File: config.mk
export PLATFORM = sky130hd
export DESIGN_NAME = control_flat
export DESIGN_NICKNAME = d
export VERILOG_FILES = /design/src/rtl/control_pkg.sv /design/src/rtl/control_if.sv /design/src/rtl/control_opcode_decoder.sv /design/src/rtl/control.sv /design/src/flat_wrapper.sv
export SDC_FILE = /design/constraint.sdc
export NUM_CORES = 1
export LEC_CHECK = 0
export ABC_AREA = 1
export CAP_MARGIN = 20
export CORE_AREA = 2 2 39 41
export DETAILED_ROUTE_END_ITERATION = 10
export DIE_AREA = 0 0 41 43
export PLACE_DENSITY_LB_ADDON = 0.15
export SLEW_MARGIN = 20
export SYNTH_ARGS = -nofsm -noshare
export SYNTH_HDL_FRONTEND = slang
export SYNTH_SLANG_ARGS = --single-unit
File: constraint.sdc
create_clock -name clk -period 1.8 [get_ports clk]
set_clock_uncertainty 0.05 [all_clocks]
set_input_delay 0.45 -clock clk [delete_from_list [all_inputs] [get_ports clk]]
set_output_delay 0.45 -clock clk [all_outputs]
set_load 0.03 [all_outputs]
File: src/rtl/control_pkg.sv
// Shared ISA definitions for the single-cycle core: instruction/opcode widths,
// opcode and ALU operation encodings, and the decoded strobe bundle.
package control_pkg;

    localparam int INSTR_W  = 16;
    localparam int OPCODE_W = 4;
    localparam int ALU_OP_W = 3;

    localparam logic [OPCODE_W-1:0] OP_HALT = 4'h0;
    localparam logic [OPCODE_W-1:0] OP_ADD  = 4'h1;
    localparam logic [OPCODE_W-1:0] OP_LSL  = 4'h2;
    localparam logic [OPCODE_W-1:0] OP_ADDI = 4'h3;
    localparam logic [OPCODE_W-1:0] OP_BEQ  = 4'h4;

    localparam logic [ALU_OP_W-1:0] ALU_ADD = 3'd0;
    localparam logic [ALU_OP_W-1:0] ALU_LSL = 3'd1;
    localparam logic [ALU_OP_W-1:0] ALU_SUB = 3'd2;

    typedef struct packed {
        logic                halt;
        logic                reg_write_en;
        logic                alu_use_imm;
        logic                is_beq;
        logic [ALU_OP_W-1:0] alu_op;
    } ctrl_t;

    function automatic logic [OPCODE_W-1:0] opcode_of(input logic [INSTR_W-1:0] instr);
        return instr[INSTR_W-1 -: OPCODE_W];
    endfunction

    function automatic logic is_legal_opcode(input logic [OPCODE_W-1:0] opcode);
        return opcode <= OP_BEQ;
    endfunction

endpackage

File: src/rtl/control_if.sv
// Instruction-in / control-strobes-out bundle for the decoder.
// The illegal flag exists only when CONTROL_ILLEGAL_TRAP_EN is defined.
interface control_if;
    import control_pkg::*;

    logic [INSTR_W-1:0]  instr;
    logic                halted;
    logic                reg_write_en;
    logic                alu_use_imm;
    logic                is_beq;
    logic [ALU_OP_W-1:0] alu_op;
`ifdef CONTROL_ILLEGAL_TRAP_EN
    logic                illegal;
`endif

    modport master (
        output instr,
        input  halted,
        input  reg_write_en,
        input  alu_use_imm,
        input  is_beq,
        input  alu_op
`ifdef CONTROL_ILLEGAL_TRAP_EN
        , input illegal
`endif
    );

    modport slave (
        input  instr,
        output halted,
        output reg_write_en,
        output alu_use_imm,
        output is_beq,
        output alu_op
`ifdef CONTROL_ILLEGAL_TRAP_EN
        , output illegal
`endif
    );

endinterface

File: src/rtl/control_opcode_decoder.sv
// Purely combinational opcode-to-strobe table; unlisted opcodes decode as NOP.
module control_opcode_decoder
    import control_pkg::*;
(
    input  logic [OPCODE_W-1:0] opcode_i,
    output ctrl_t               ctrl_o
);

    always_comb begin
        ctrl_o = '0;
        ctrl_o.alu_op = ALU_ADD;
        case (opcode_i)
            OP_HALT: ctrl_o.halt = 1'b1;
            OP_ADD:  ctrl_o.reg_write_en = 1'b1;
            OP_LSL: begin
                ctrl_o.reg_write_en = 1'b1;
                ctrl_o.alu_op       = ALU_LSL;
            end
            OP_ADDI: begin
                ctrl_o.reg_write_en = 1'b1;
                ctrl_o.alu_use_imm  = 1'b1;
            end
            // BEQ runs a subtract so the PC logic can test the zero flag
            OP_BEQ: begin
                ctrl_o.is_beq = 1'b1;
                ctrl_o.alu_op = ALU_SUB;
            end
            default: ctrl_o = '0;
        endcase
    end

endmodule

File: src/rtl/control.sv
// Instruction decoder top: combinational decode plus a sticky halt latch.
// Define CONTROL_ILLEGAL_TRAP_EN to add the sticky illegal-opcode trap.
module control
    import control_pkg::*;
(
    input  logic     clk,
    input  logic     rst_n,
    control_if.slave bus
);

    logic [OPCODE_W-1:0] opcode;
    ctrl_t               decodedCtrl;
    logic                halt_q;
    logic                halt_d;

    assign opcode = opcode_of(bus.instr);

    control_opcode_decoder u_decoder (
        .opcode_i (opcode),
        .ctrl_o   (decodedCtrl)
    );

`ifdef CONTROL_ILLEGAL_TRAP_EN
    logic illegal_q;
    logic illegal_d;
    logic illegalSet;

    // A trap is only taken while running; once halted the core ignores instr
    assign illegalSet = !is_legal_opcode(opcode) && !halt_q;
    assign illegal_d  = illegal_q | illegalSet;
    assign halt_d     = halt_q | decodedCtrl.halt | illegalSet;

    always_ff @(posedge clk or negedge rst_n) begin
        if (!rst_n) begin
            illegal_q <= 1'b0;
        end else begin
            illegal_q <= illegal_d;
        end
    end

    assign bus.illegal = illegal_q;
`else
    assign halt_d = halt_q | decodedCtrl.halt;
`endif

    always_ff @(posedge clk or negedge rst_n) begin
        if (!rst_n) begin
            halt_q <= 1'b0;
        end else begin
            halt_q <= halt_d;
        end
    end

    assign bus.halted       = decodedCtrl.halt | halt_q;
    assign bus.reg_write_en = decodedCtrl.reg_write_en & ~halt_q;
    assign bus.alu_use_imm  = decodedCtrl.alu_use_imm & ~halt_q;
    assign bus.is_beq       = decodedCtrl.is_beq & ~halt_q;
    assign bus.alu_op       = halt_q ? ALU_ADD : decodedCtrl.alu_op;

endmodule

File: src/flat_wrapper.sv
// flat-port wrapper written by rule: the top's interface ports become plain ports
module control_flat import control_pkg::*;
  (clk, rst_n, bus_instr, bus_halted, bus_reg_write_en, bus_alu_use_imm, bus_is_beq, bus_alu_op);
  control_if bus_i ();
  input  logic clk;
  input  logic rst_n;
  input wire logic [$bits(bus_i.instr)-1:0] bus_instr;
  output wire logic [$bits(bus_i.halted)-1:0] bus_halted;
  output wire logic [$bits(bus_i.reg_write_en)-1:0] bus_reg_write_en;
  output wire logic [$bits(bus_i.alu_use_imm)-1:0] bus_alu_use_imm;
  output wire logic [$bits(bus_i.is_beq)-1:0] bus_is_beq;
  output wire logic [$bits(bus_i.alu_op)-1:0] bus_alu_op;
  assign bus_i.instr = bus_instr;
  assign bus_halted = bus_i.halted;
  assign bus_reg_write_en = bus_i.reg_write_en;
  assign bus_alu_use_imm = bus_i.alu_use_imm;
  assign bus_is_beq = bus_i.is_beq;
  assign bus_alu_op = bus_i.alu_op;
  control u_core (.clk(clk), .rst_n(rst_n), .bus(bus_i));
endmodule
==> results.ini <==
[final_layout]
final-seq-area_um2 = 25.0
drive_above_1_share_pct = 30.0
largest_reg_flops = 1
layout.nets = 50
top_regs = u_core.halt_q (1)
multi_input_area_um2 = 61.3
nFillCells = 159
utilization_pct = 15.0
mostFrequentLayoutCells = nand2_1 (6), nor2_1 (6), buf_4 (6), dlygate4sd2_1 (4)
syn2layout_area_growth_pct = 102
top_register = u_core.halt_q
antenna_cells = 0

[power_and_ir_drop]
p_sw_share_pct = 24.3
comb_power_share_pct = 44.3
power.switching_mw = 0.0100
p_clk_share_pct = 0
peakVddDrop_uv = 106
p_per_area_nw_per_um2 = 198
p_total_mw = 0.0411
p_leak_nw = 0.106
sequentialPowerShare_pct = 55.7
p_int_mw = 0.0311

[floorplanning]
pin_count = 25
die_w_um = 41
core_um2 = 1380
num_rows = 14
die_height_um = 43
die_area_um2 = 1760
start_util_pct = 7.41

[detailed_routing]
vias = 132
ant_nets = 0
routedWlPerCell_um = 6.48
drt-pass1-iter-count = 4
drc = 0
drt_iter0_markers = 4
via_per_inst = 2.87
drt_wl_total_um = 298

[place]
portBuffers = 11
dp_hpwl_um = 255
routabilityCongestion = 0.567

[timing]
max_freq_mhz = 586
rsz0062_at_grt = no
fin_tns_setup_ps = 0
post-route-period-util_pct = 94.8
slew_violations = 0
setup_viol = 0
fin_worst_hold_slack_ps = 455
finalHoldViolCount = 0
post-route-min-period_ps = 1710

[setup_path]
required_ps = 1300
cp_data_arrival_time_ps = 1210
r2r_setup_slack_ps = 1130
crit_fanout = 3
cp-end-kind = output pin
critical_path_class = input pin to output pin
crit_end = bus_is_beq
r2r-end = u_core.halt_q
r2r-start = u_core.halt_q
crit_start = bus_instr[13]
start_kind = input pin
r2r_cells = 2

[grt]
track_usage_pct = 2.61
grt_antenna_before_repair = 0
grt_max_degree = 4
grt_overflow_total = 0
grt_pass1_vias = 89
grt_pass1_wl_um = 351

[logic_synthesis]
synth-seq-cells = 1
syn_nets = 38
netlist_area_um2 = 103
ys_types = 8
synth_cells = 20
seq_area_frac_synth_pct = 24.4
ys_warn_count = 0
synth.avg_cell_area_um2 = 5.13

[worst_hold_path]
hp-class = flop to flop
min_from = u_core.halt_q

[clocking]
cts-hold-fix-buffers = 0
insertion_delay_ps = 0
clk_pin_slew_worst_paths_ps = 0
cts_setup_buffers = 0

[flow_run]
max-cap-violations = 0

[run_status]
outcome = finished, final reports clean

==> synth_stat cells <==
| library cell | number | share of area [%] |
|---|---|---|
| nor2_1 | 7 | 26 |
| nor2_2 | 1 | 6.1 |
| conb_1 | 1 | 3.7 |
| inv_1 | 2 | 7.3 |
| dfrtp_1 | 1 | 24 |
| nand2_1 | 6 | 22 |
| buf_4 | 1 | 7.3 |
| inv_2 | 1 | 3.7 |
==> area by class of cell <==
type                       count  share of cell area (%)
sequential                     1                    12.0
tap                           16                    9.64
inverter                       3                    5.42
multi-input combinational     15                    29.5
timing repair buffer          11                    43.4
==> worst min path at each step <==
| stage | end | slack (ps) | cells after the start |
|---|---|---|---|
| 6_report | u_core.halt_q | 450 | 2 |
| 5_1_grt | u_core.halt_q | 480 | 2 |
| 4_1_cts | u_core.halt_q | 460 | 2 |
| 3_5_place_dp | u_core.halt_q | 460 | 2 |
| 3_3_place_gp | u_core.halt_q | 450 | 2 |
| 2_1_floorplan | u_core.halt_q | 100 | 0 |
==> metrics by stage <==
step                      area [um^2]  setup slack (ps)  instances
after floorplan                   103               240         20
after global placement            210             -92.4         46
after detailed placement          210              -102         46
after CTS                         205              90.8         46
after global routing              208              17.1         46
final                             208              93.6         46
==> critical path, cell delays in order <==
cell and delay [ps]:
dlygate4sd2_1 270, nor2_2 180, inv_2 50, nor2_1 100, buf_4 160
==> power by group through the flow <==
stage	clock network, mW	registers [mW]	logic [mW]
after floorplan	0	0.0229	0.00881
after global placement	0	0.0229	0.0203
after detailed placement	0	0.0229	0.0205
after CTS	0	0.0229	0.0174
after global routing	0	0.0229	0.0204
final	0	0.0229	0.0182
==> kinds of logic (layout without fill, tap and decap cells) <==
kind of cell / count (synthesis) / in the layout / share of synthesized area, %
flip-flops: 1 / 1 / 24.4
other: 1 / 1 / 3.66
buffers and inverters: 4 / 14 / 18.3
AND/OR/NAND/NOR: 14 / 14 / 53.7
==> per-layer routing <==
metal	global-route usage, %	share of wire, %
met1	5.43	56
met2	2.81	27
met3	0	17
met4	0	0
met5	0	0
==> timing repair <==
item / CTS / global route
endpoints found under the setup margin: 6 / 1
pin swaps: 4 / 0
gates resized for setup: 4 / 1
Power figures use the tool's default switching activity.
==> patch: new RTL, same flow settings <==
Set the package constant `ALU_OP_W` to 2 (it was 3).
--- a/src/rtl/control_pkg.sv
+++ b/src/rtl/control_pkg.sv
@@ -6,3 +6,3 @@
     localparam int OPCODE_W = 4;
-    localparam int ALU_OP_W = 3;
+    localparam int ALU_OP_W = 2;
 
Ports: changed (resized bus_alu_op); port bits go from 25 to 24. The function was not compared with the original's and may differ.
==> patch against the original RTL <==
- largest cell class unchanged
- worst setup slack worse by 6.6 ps
- die area unchanged
- sequential cell count unchanged
- total power down 6.9%
- area after synthesis down 11%
- routed wire length down 9.1%
- cell area down 1.8%
- synthesized cell count down 10%
==> patch: results (changes against the original RTL) <==
* Routability congestion estimate from global placement at 0.530 (was 0.567)
* Final Power at 0.0383 mW (was 0.0411 mW)
* Top area cells in the synthesized netlist: nor2_1, dfrtp_1, nand2_1, inv_1, nor2_2 (was nor2_1, dfrtp_1, nand2_1, buf_4, inv_1)
* Multiplexer share of the synthesized area at 0% (unchanged)
* Registers with the most flip-flops: u_core.halt_q (1) (unchanged)
* Overall Global Routing Usage at 2.81% (was 2.61%)
* Lkg Pwr at 0.103 nW (was 0.106 nW)
* Vias at 135 (was 132)
* Syn_nets at 36 (was 38)
* Clock power share at 0% (about the same)
* Distinct cells, synth at 6 (was 8)
* Nets at 49 (was 50)
* Comb. pwr at 0.0154 mW (was 0.0182 mW)
* Status: finished, final reports clean (unchanged)
* Int Pwr at 0.0311 mW (about the same)
* CP arrival at 1210 ps (about the same)
* Setup bufs post-CTS at 0 (unchanged)
* WL/cell at 6.02 um (was 6.48 um)
* Share of layout cells above drive strength 1 at 31.0% (was 30.0%)
* First drt pass iteration count at 1 (was 4)
* Reg clk slew, reported paths at 0 ps (about the same)
* Number of global-route vias before repair at 107 (was 89)
* Port Buf Inserts at 11 (unchanged)
* Rel. slew slack at 90.0%
* XOR/XNOR share of the synthesized area at 0% (unchanged)
* Post-detail-place hpwl at 246 um (was 255 um)
* Clk_lat worst skew at 0 ps (about the same)
* DRT iter0 DRCs at 0 (was 4)
* Async SR Flop Fraction at 100% (unchanged)
* FILL cells at 163 (was 159)
* First-pass GRT wire length at 365 um (was 351 um)
* VDD IR-drop max at 94.5 uV (was 106 uV)
* Largest net degree at the start of global routing at 4 (unchanged)
* Register area share after synthesis at 27.4% (was 24.4%)
* Placed cell area at 206 um2 (was 210 um2)
==> patch: changes by cell type in the layout (fill, tap and decap cells not counted) <==
cell	before	now
conb_1	1	0
==> patch: layout make-up <==
class	count	share of cell area [%]
sequential	1	12.3
timing repair buffer	11	44.2
multi-input combinational	14	28.2
inverter	3	5.52
tap	16	9.82
==> patch: kinds of logic after synthesis <==
kind of cell	after synthesis
flops	1
simple gates	14
buf+inv	3
==> patch: metal layers <==
metal	part of all wire [%]	track usage, %	wire [um]
met2	41	5.31	112
met3	16	0	43
met5	0	0	0
met4	0	0	0
met1	42	3.51	114
==> patch: timing repair <==
action / in CTS / in global routing
pin swaps: 4 / 0
gates resized for setup: 4 / 1
endpoints found under the setup margin: 6 / 2
==> patch: path summary, 6_finish.rpt <==
kind,start,endpoint,slack (ps),depth (start not counted)
worst max-delay path,bus_instr[14],bus_alu_op[0],90,5
worst min-delay path,u_core.halt_q$_DFF_PN0_,u_core.halt_q$_DFF_PN0_,450,2
worst max register to register,u_core.halt_q$_DFF_PN0_,u_core.halt_q$_DFF_PN0_,1130,2
worst min register to register,u_core.halt_q$_DFF_PN0_,u_core.halt_q$_DFF_PN0_,450,2
max in group asynchronous,rst_n,u_core.halt_q$_DFF_PN0_,1050,1
min in group asynchronous,rst_n,u_core.halt_q$_DFF_PN0_,550,1
==> patch: stage by stage <==
stage	std cells	setup WS (ps)	utilization [%]	setup TNS (ps)
after floorplan	18	240	-	0
after global placement	45	-92.9	14.9	-484
after detailed placement	45	-117	14.9	-607
after CTS	45	60.3	14.6	0
after global routing	45	20.1	14.7	0
final	45	87.0	14.7	0
==> patch: critical path, cell delays in order <==
cell and delay, ps:
dlygate4sd2_1 250, nor2_2 120, nand2_1 100, nor2_1 130
buf_4 170
